### src/rtl/seg_scan_ctrl.sv
// Time-multiplexed scan controller for an N-digit common-anode seven-segment display.
// Optional build macro: SEG_SCAN_LZ_BLANK_EN (leading-zero suppression).
module seg_scan_ctrl #(
    parameter int DIGITS       = 8,
    parameter int DIGIT_CYCLES = 100000,
    parameter int BLANK_CYCLES = 1000
) (
    input  logic                  clk,
    input  logic                  rst_n,
    input  logic                  en,
    input  logic                  load,
    input  logic [4*DIGITS-1:0]   bcd_in,
    input  logic [DIGITS-1:0]     dp_in,
    output logic [3:0]            encoded,
    output logic [DIGITS-1:0]     anode,
    output logic                  dp_n,
    output logic                  frame_done
);
    localparam int MAX_CYCLES = (DIGIT_CYCLES > BLANK_CYCLES) ? DIGIT_CYCLES : BLANK_CYCLES;
    localparam int CW = $clog2(MAX_CYCLES + 1);
    localparam int IW = $clog2(DIGITS);
    localparam logic [IW-1:0] LAST_IDX   = IW'(DIGITS - 1);
    localparam logic [CW-1:0] BLANK_LAST = CW'(BLANK_CYCLES - 1);
    localparam logic [CW-1:0] DRIVE_LAST = CW'(DIGIT_CYCLES - 1);

    typedef enum logic [1:0] {OFF, BLANK, DRIVE} state_t;

    state_t                state_reg, state_next;
    logic [CW-1:0]         cnt_reg, cnt_next;
    logic [IW-1:0]         idx_reg, idx_next;
    logic [4*DIGITS-1:0]   pend_bcd_reg, pend_bcd_next;
    logic [4*DIGITS-1:0]   act_bcd_reg, act_bcd_next;
    logic [DIGITS-1:0]     pend_dp_reg, pend_dp_next;
    logic [DIGITS-1:0]     act_dp_reg, act_dp_next;
    logic                  pend_valid_reg, pend_valid_next;
    logic [3:0]            encoded_reg, encoded_next;
    logic [DIGITS-1:0]     anode_reg, anode_next;
    logic                  dp_n_reg, dp_n_next;
    logic                  frame_done_reg, frame_done_next;
    logic                  copy;
    logic [3:0]            sel_nibble;

    // Next-state, counters and frame buffers
    always_comb begin
        state_next      = state_reg;
        cnt_next        = cnt_reg + 1'b1;
        idx_next        = idx_reg;
        frame_done_next = 1'b0;
        copy            = 1'b0;
        case (state_reg)
            OFF: begin
                cnt_next = '0;
                idx_next = '0;
                if (en) begin
                    state_next = BLANK;
                    copy       = 1'b1;
                end
            end
            BLANK: begin
                if (cnt_reg == BLANK_LAST) begin
                    state_next = DRIVE;
                    cnt_next   = '0;
                end
            end
            DRIVE: begin
                if (cnt_reg == DRIVE_LAST) begin
                    state_next = BLANK;
                    cnt_next   = '0;
                    if (idx_reg == LAST_IDX) begin
                        idx_next        = '0;
                        copy            = 1'b1;
                        frame_done_next = 1'b1;
                    end else begin
                        idx_next = idx_reg + 1'b1;
                    end
                end
            end
            default: begin
                state_next = OFF;
                cnt_next   = '0;
                idx_next   = '0;
            end
        endcase
        if (!en) begin
            state_next      = OFF;
            cnt_next        = '0;
            idx_next        = '0;
            copy            = 1'b0;
            frame_done_next = 1'b0;
        end

        pend_bcd_next   = pend_bcd_reg;
        pend_dp_next    = pend_dp_reg;
        act_bcd_next    = act_bcd_reg;
        act_dp_next     = act_dp_reg;
        pend_valid_next = pend_valid_reg;
        // The frame copy reads the old pending contents; a same-cycle load lands for the next frame.
        if (copy && pend_valid_reg) begin
            act_bcd_next    = pend_bcd_reg;
            act_dp_next     = pend_dp_reg;
            pend_valid_next = 1'b0;
        end
        if (load) begin
            pend_bcd_next   = bcd_in;
            pend_dp_next    = dp_in;
            pend_valid_next = 1'b1;
        end
    end

`ifdef SEG_SCAN_LZ_BLANK_EN
    logic [DIGITS-1:1] zero_dig;
    logic [DIGITS-1:0] lz_mask;
    genvar gi;
    assign lz_mask[0] = 1'b0;
    generate
        for (gi = 1; gi < DIGITS; gi++) begin : g_lz
            assign zero_dig[gi] = (act_bcd_next[4*gi +: 4] == 4'h0);
            assign lz_mask[gi]  = &zero_dig[DIGITS-1:gi];
        end
    endgenerate
`endif

    // Outputs are decoded from next-state values so they register alongside the state.
    always_comb begin
        sel_nibble   = act_bcd_next[{idx_next, 2'b00} +: 4];
        anode_next   = '1;
        encoded_next = 4'hF;
        dp_n_next    = 1'b1;
        if (state_next != OFF) begin
`ifdef SEG_SCAN_LZ_BLANK_EN
            encoded_next = lz_mask[idx_next] ? 4'hF : sel_nibble;
`else
            encoded_next = sel_nibble;
`endif
        end
        if (state_next == DRIVE) begin
            anode_next[idx_next] = 1'b0;
            dp_n_next            = ~act_dp_next[idx_next];
        end
    end

    always_ff @(posedge clk or negedge rst_n) begin
        if (!rst_n) begin
            state_reg      <= OFF;
            cnt_reg        <= '0;
            idx_reg        <= '0;
            pend_bcd_reg   <= '1;
            act_bcd_reg    <= '1;
            pend_dp_reg    <= '0;
            act_dp_reg     <= '0;
            pend_valid_reg <= 1'b0;
            encoded_reg    <= 4'hF;
            anode_reg      <= '1;
            dp_n_reg       <= 1'b1;
            frame_done_reg <= 1'b0;
        end else begin
            state_reg      <= state_next;
            cnt_reg        <= cnt_next;
            idx_reg        <= idx_next;
            pend_bcd_reg   <= pend_bcd_next;
            act_bcd_reg    <= act_bcd_next;
            pend_dp_reg    <= pend_dp_next;
            act_dp_reg     <= act_dp_next;
            pend_valid_reg <= pend_valid_next;
            encoded_reg    <= encoded_next;
            anode_reg      <= anode_next;
            dp_n_reg       <= dp_n_next;
            frame_done_reg <= frame_done_next;
        end
    end

    assign encoded    = encoded_reg;
    assign anode      = anode_reg;
    assign dp_n       = dp_n_reg;
    assign frame_done = frame_done_reg;

endmodule

### config.mk
export PLATFORM = sky130hd
export DESIGN_NAME = seg_scan_ctrl
export DESIGN_NICKNAME = d
export VERILOG_FILES = /design/src/rtl/seg_scan_ctrl.sv
export SDC_FILE = /design/constraint.sdc
export NUM_CORES = 1
export LEC_CHECK = 0
export ABC_AREA = 1
export BUFFER_PORTS_ARGS = -buffer_cell sky130_fd_sc_hd__buf_2
export CAP_MARGIN = 15
export CORE_MARGIN = 4
export CORE_UTILIZATION = 40
export CTS_CLUSTER_DIAMETER = 30
export CTS_CLUSTER_SIZE = 12
export DETAILED_ROUTE_END_ITERATION = 10
export GPL_TIMING_DRIVEN = 0
export PLACE_DENSITY_LB_ADDON = 0.1
export SLEW_MARGIN = 15
export SYNTH_ARGS = -nofsm -noshare
export SYNTH_HDL_FRONTEND = slang
export SYNTH_SLANG_ARGS = --single-unit
### constraint.sdc
create_clock -name clk -period 3.3 [get_ports clk]
set_input_delay 0.495 -clock clk [delete_from_list [all_inputs] [get_ports clk]]
set_output_delay 0.495 -clock clk [all_outputs]
set_load 0.01 [all_outputs]
Word-level counts from Yosys, hierarchy flattened
Cells that the tools add are included.
{ "totals": {"ff_bits": 117, "input_bits": 44, "output_inout_bits": 14, "word_cells": 59} }
{ "classes": {"add_sub_neg": 2, "order_cmp": 2, "eq_ne": 6, "shift": 1, "muxes": 29, "n_bitwise": 2, "reduce_logical": 5} }
{ "ops": {"columns": ["op", "count"], "rows": [
  ["$mux W17", 3],
  ["$pmux W17 S2", 1],
  ["$mux W32", 1],
  ["$shiftx A32 B6 Y4", 1],
  ["$add A17 B1 Y17 const B", 1],
  ["$eq A17 B10 Y1 const B", 1],
  ["$eq A17 B17 Y1 const B", 1],
  ["$mux W8", 2],
  ["$mux W1", 10],
  ["$mux W3", 3],
  ["$not A8 Y8", 1],
  ["$mux W2", 3],
  ["$pmux W2 S3", 1],
  ["$pmux W3 S2", 1],
  ["$eq A2 B2 Y1 const B", 2],
  ["$lt A3 B4 Y1 const B", 1],
  ["$mux W4", 1],
  ["$reduce_bool A2 Y1", 2],
  ["$add A3 B1 Y3 const B", 1],
  ["$bmux W1 S3", 1],
  ["$demux W1 S3", 1],
  ["$eq A3 B3 Y1 const B", 1],
  ["$ge A3 B1 Y1 const B", 1],
  ["$eq A2 B1 Y1 const B", 1],
  ["4 further kinds", 5]
]} }

Logic depth before layout (Yosys ltp)
{ "depth": {"word_depth": 11, "mapped_depth": 16, "ltp_nobuf": 16} }

Least setup slack after synthesis
No wires, ideal clock.
{ "synth_path": {"path_kind": "flip-flop to flip-flop", "start": "register idx_reg[0]", "end": "register encoded_reg[3], in the netlist encoded[3]", "setup_time_ns": 0.083, "arrival_ns": 1.813, "required_ns": 3.217, "setup_slack_ns": 1.404, "stages_incl_launch_ff": 14, "path_buffers": 2, "period_less_slack_ns": 1.896, "cell_sequence": "dfrtp_1 ha_1 ha_1 or2_2 nand4_1 nand2_1 nand2_1 nand2_2 buf_6 buf_6 nand3_1 nand3_1 nand3_1 nand3_1"} }
{ "synth_between": {"elab_chain_cells": 9, "elab_cells_between_ends": 14, "cone_classes": "add/sub (1); eq/ne (1); shift (1); mux (10); reduce/logical (1)"} }
{ "synth_rtl": {"columns": ["element", "line_no", "rtl"], "rows": [
  ["from (decl)", "30", "logic [IW-1:0] idx_reg, idx_next;"],
  ["from (signal assigned)", "159", "idx_reg <= idx_next;"],
  ["parallel branches: the longest is 7 deep, another holds $add A3 B1 Y3", null, null],
  ["$shiftx A32 B6 Y4 (*)", "125", "sel_nibble = act_bcd_next[{idx_next, 2'b00} +: 4];"],
  ["$mux W4 (*)", "129", "if (state_next != OFF) begin"],
  ["via encoded_next[3]", "36", "logic [3:0] encoded_reg, encoded_next;"],
  ["to (signal assigned)", "165", "encoded_reg <= encoded_next;"],
  ["to (decl)", "36", null]
]} }
Mark *: on every way through the listed nets, which the timed path passes.
A chain may end at the register's enable or synchronous reset.

Worst setup path in the final report
{ "layout_path": {"start": "register state_reg[0]", "end": "register encoded_reg[3], in the netlist encoded[3]"} }
{ "layout_between": {"elab_chain_cells": 7, "elab_cells_between_ends": 16, "cone_classes": "eq/ne (2); shift (1); mux (10); reduce/logical (3)"} }
{ "layout_rtl": {"columns": ["element", "line_no", "rtl"], "rows": [
  ["from (decl)", "28", "state_t state_reg, state_next;"],
  ["from (signal assigned)", "157", "state_reg <= state_next;"],
  ["$eq A2 B2 Y1 or $logic_not A2 Y1 (tied branches)", "50", "case (state_reg)"],
  ["$pmux W1 S2 (*)", "50", null],
  ["$mux W1 (*)", "84", "if (!en) begin"],
  ["$logic_and A1 B1 Y1 (*)", "98", "if (copy && pend_valid_reg) begin"],
  ["$mux W32 (*)", "98", null],
  ["via act_bcd_next[15]", "32", "logic [4*DIGITS-1:0] act_bcd_reg, act_bcd_next;"],
  ["$shiftx A32 B6 Y4 (*)", "125", null],
  ["$mux W4 (*)", "129", null],
  ["via encoded_next[3]", "36", null]
]} }
Mark *: on every way through the listed nets, which the timed path passes. The rest lies on a longest branch.

==> metrics.md <==
| Metric | Value |
|---|---|
| CP max stage cell | dfrtp_1 |
| Sequential area share after synthesis | 0.538 |
| Clock transition at path regs | 50 ps |
| DR vias/cell | 4.71 |
| First-pass DRT Iterations | 4 |
| Area added between synthesis and finish | 20.6% |
| Synth Area in XOR/XNOR | 0.0140 |
| Die W | 127 um |
| Setup TNS | 0 ps |
| Mux contribution to synthesized area | 0 |
| Row Count | 43 |
| GPL Wtd Cong | 0.859 |
| Final Power | 4.06 mW |
| CP delay by family, top | simple AND/OR/NAND/NOR gates |
| Fin crit share | 0.687 |
| Core area | 13800 um2 |
| Final Max Tran Viols | 0 |
| I/O pin total | 58 |
| Max-slew headroom | 0.603 |
| Max_cap viols | 0 |
| Post-synth cell types | 36 |
| Status | finished, violations left |
| Final hold viol count | 1 |
| # H-tree levels | 4 |
| Failing checks | negative hold slack |
| Routed Antenna Nets | 0 |
| Combinational family with the most area after synthesis | simple AND/OR/NAND/NOR gates |
| Crit-path cells | inv_1 > ha_1 > nand2_1 > nor2_1 > nand4_4 > nand2_4 > buf_2 > nand3_1 > nand2_1 > nand2_1 > nand3_1 > nand3_1 > nand3_1 |
| Yosys reg bits | 117 |
| Post-CTS sizing | 0 |
| Area share of the largest cell type after synthesis | 0.360 |
| Fin cells | 940 |
| Dpl cells | 908 |
| Most common cell after layout, fill and taps aside | nand2_1 |
| Ranking of synthesized cells by area | dfstp_2, dfrtp_1, nand2_1 |
| Commonest non-fill, non-tap cells in the layout | nand2_1, inv_1, dfstp_2 |
| Avg Cell Area, Syn | 8.40 um2 |
| Worst-margin pin slew | 595 ps |
| CTS Buf Count | 17 |
| Vias in the first global route | 4511 |
| Nets | 798 |
| Dpl hpwl | 9740 um |
| Min Tclk post-route | 2270 ps |
| Crit path DAT | 2600 ps |
| Area after DPL | 6170 um2 |
| Global route overflow | 0 |
| PortBufs | 57 |
| Final Skew | 7.82 ps |
| Complex-gate fraction of the synthesized area | 0.0420 |
| Routed wire per std cell | 14.2 um |
| R2R cell count | 13 |
| Clk_lat worst skew | 410 ps |
| Post-synthesis adder-cell area fraction | 0.0156 |
| Synth Instances | 670 |
| Die Ht | 127 um |
| Clock Sink Count | 117 |
| Crit path max fanout | 10 |
| Most frequent CP cell | nand3_1 |
| Share of post-route cells with drive strength above 1 | 0.289 |
| Peak supply drop | 0.000377 V |
| Post-Syn Nets | 721 |
| Design Area, Final | 6790 um2 |
| Antenna Cells | 0 |
| Critical Path Start Type | flip-flop |
| Slowest stage delay, CP | 410 ps |
| Initial DRC count | 266 |
| WP buf/inv | 2 |
| Setup-failing EPs final | 0 |
| Min Hold Slack | -0.227 ps |
| RR Endpoint | encoded[3] |
| Power density over the cells | 598 nW/um2 |
| Pre-CTS setup slack | 1060 ps |
| Die ar. | 16000 um2 |
| RSZ-0062 raised after global routing | no |
| FMAX | 441 MHz |
| First-pass GRT wire length | 22600 um |
| Final core area utilization | 0.491 |
| Worst R2R Start | state_reg[0] |
| DRC | 0 |
| Clock Root Buffer | clkbuf_16 |
| Leakage power | 3.36 nW |
| Data required, critical path | 3630 ps |
| Ys Warns | 0 |
| GR Util All Layers | 0.178 |
| Max Buffers Root-to-Sink | 2 |
| Post-CTS setup buffers | 0 |
| Initial Util | 0.407 |
| DR vias | 4427 |
| CTS tree | done |
| Hold crit path type | input pin to asynchronous set/reset pin |
| Post-Syn Area | 5630 um2 |
| Post-Synth Simple-Gate Area | 0.305 |
| PnR worst setup slack | 1030 ps |
| R2R Setup Slk | 1030 ps |
| Hold buffers post-CTS | 0 |
| Yosys top cell by area | dfstp_2 |
| Routed wire length | 13300 um |
| Worst Setup End Kind | flip-flop |
| WS Path Type | flip-flop to flip-flop |
| Largest net degree at the start of global routing | 74 |
| Initial antenna violation count | 0 |
[worst max-delay path by stage]
stage	from	to	slack, ps	cells after the start
final	state_reg[0]	encoded[3]	1030	13
after global routing	state_reg[0]	dp_n	800	13
after CTS	state_reg[0]	encoded[3]	1040	14
after detailed placement	state_reg[0]	encoded[2]	1060	14
after global placement	rst_n	pend_dp_reg[0]	320	1
after floorplan	idx_reg[0]	encoded[3]	1400	13
[layer usage]
layer | part of all wire | track usage | vias to the layer above
met1 | 0.47 | 0.243 | 2103
met4 | 0.010 | 0.0473 | 0
met3 | 0.047 | 0.0438 | 11
met2 | 0.47 | 0.285 | 86
met5 | 0 | 0 | -
li1 | - | - | 2227
[synth_stat cells (all sizes together)]
library cell and count:
nand2 238, inv 88, nand3 79, dfstp 77, nor2 50, dfrtp 40, o21ai 28, buf 16
nor3 9, clkbuf 8, ha 7, xor2 7, and2 6, nand4 5, a21oi 4, o211ai 2
o21a 2, xnor2 2, o31ai 1, or2 1
[layout make-up]
class	count	area, um2
fill	1376	7040
inverter	88	330
tap	180	225
timing repair buffer	58	319
multi-input combinational	441	2120
clock inverter	7	87.6
buffer	24	154
sequential	117	3020
clock buffer	25	529
[cells by family after synthesis]
| family | Yosys count |
|---|---|
| AO/OA/AOI/OAI | 37 |
| flip-flops | 117 |
| XOR/XNOR | 9 |
| AND/OR/NAND/NOR | 388 |
| adder cells (fa/ha/maj) | 7 |
| buffers and inverters | 112 |
[where the power goes]
group / internal (mW) / switching [mW] / total [mW]
combinational: 0.160 / 0.285 / 0.445
sequential: 1.67 / 0.0498 / 1.72
clock: 1.26 / 0.630 / 1.89
total: 3.09 / 0.964 / 4.06
[worst register-to-register path, cell delays in order, from the launching register on]
cell and delay, ps:
dfrtp_1 410, inv_1 110, ha_1 270, nand2_1 80, nor2_1 170, nand4_4 180
nand2_4 120, buf_2 250, nand3_1 100, nand2_1 140, nand2_1 70, nand3_1 90
nand3_1 90, nand3_1 130
Power figures use the tool's default switching activity.
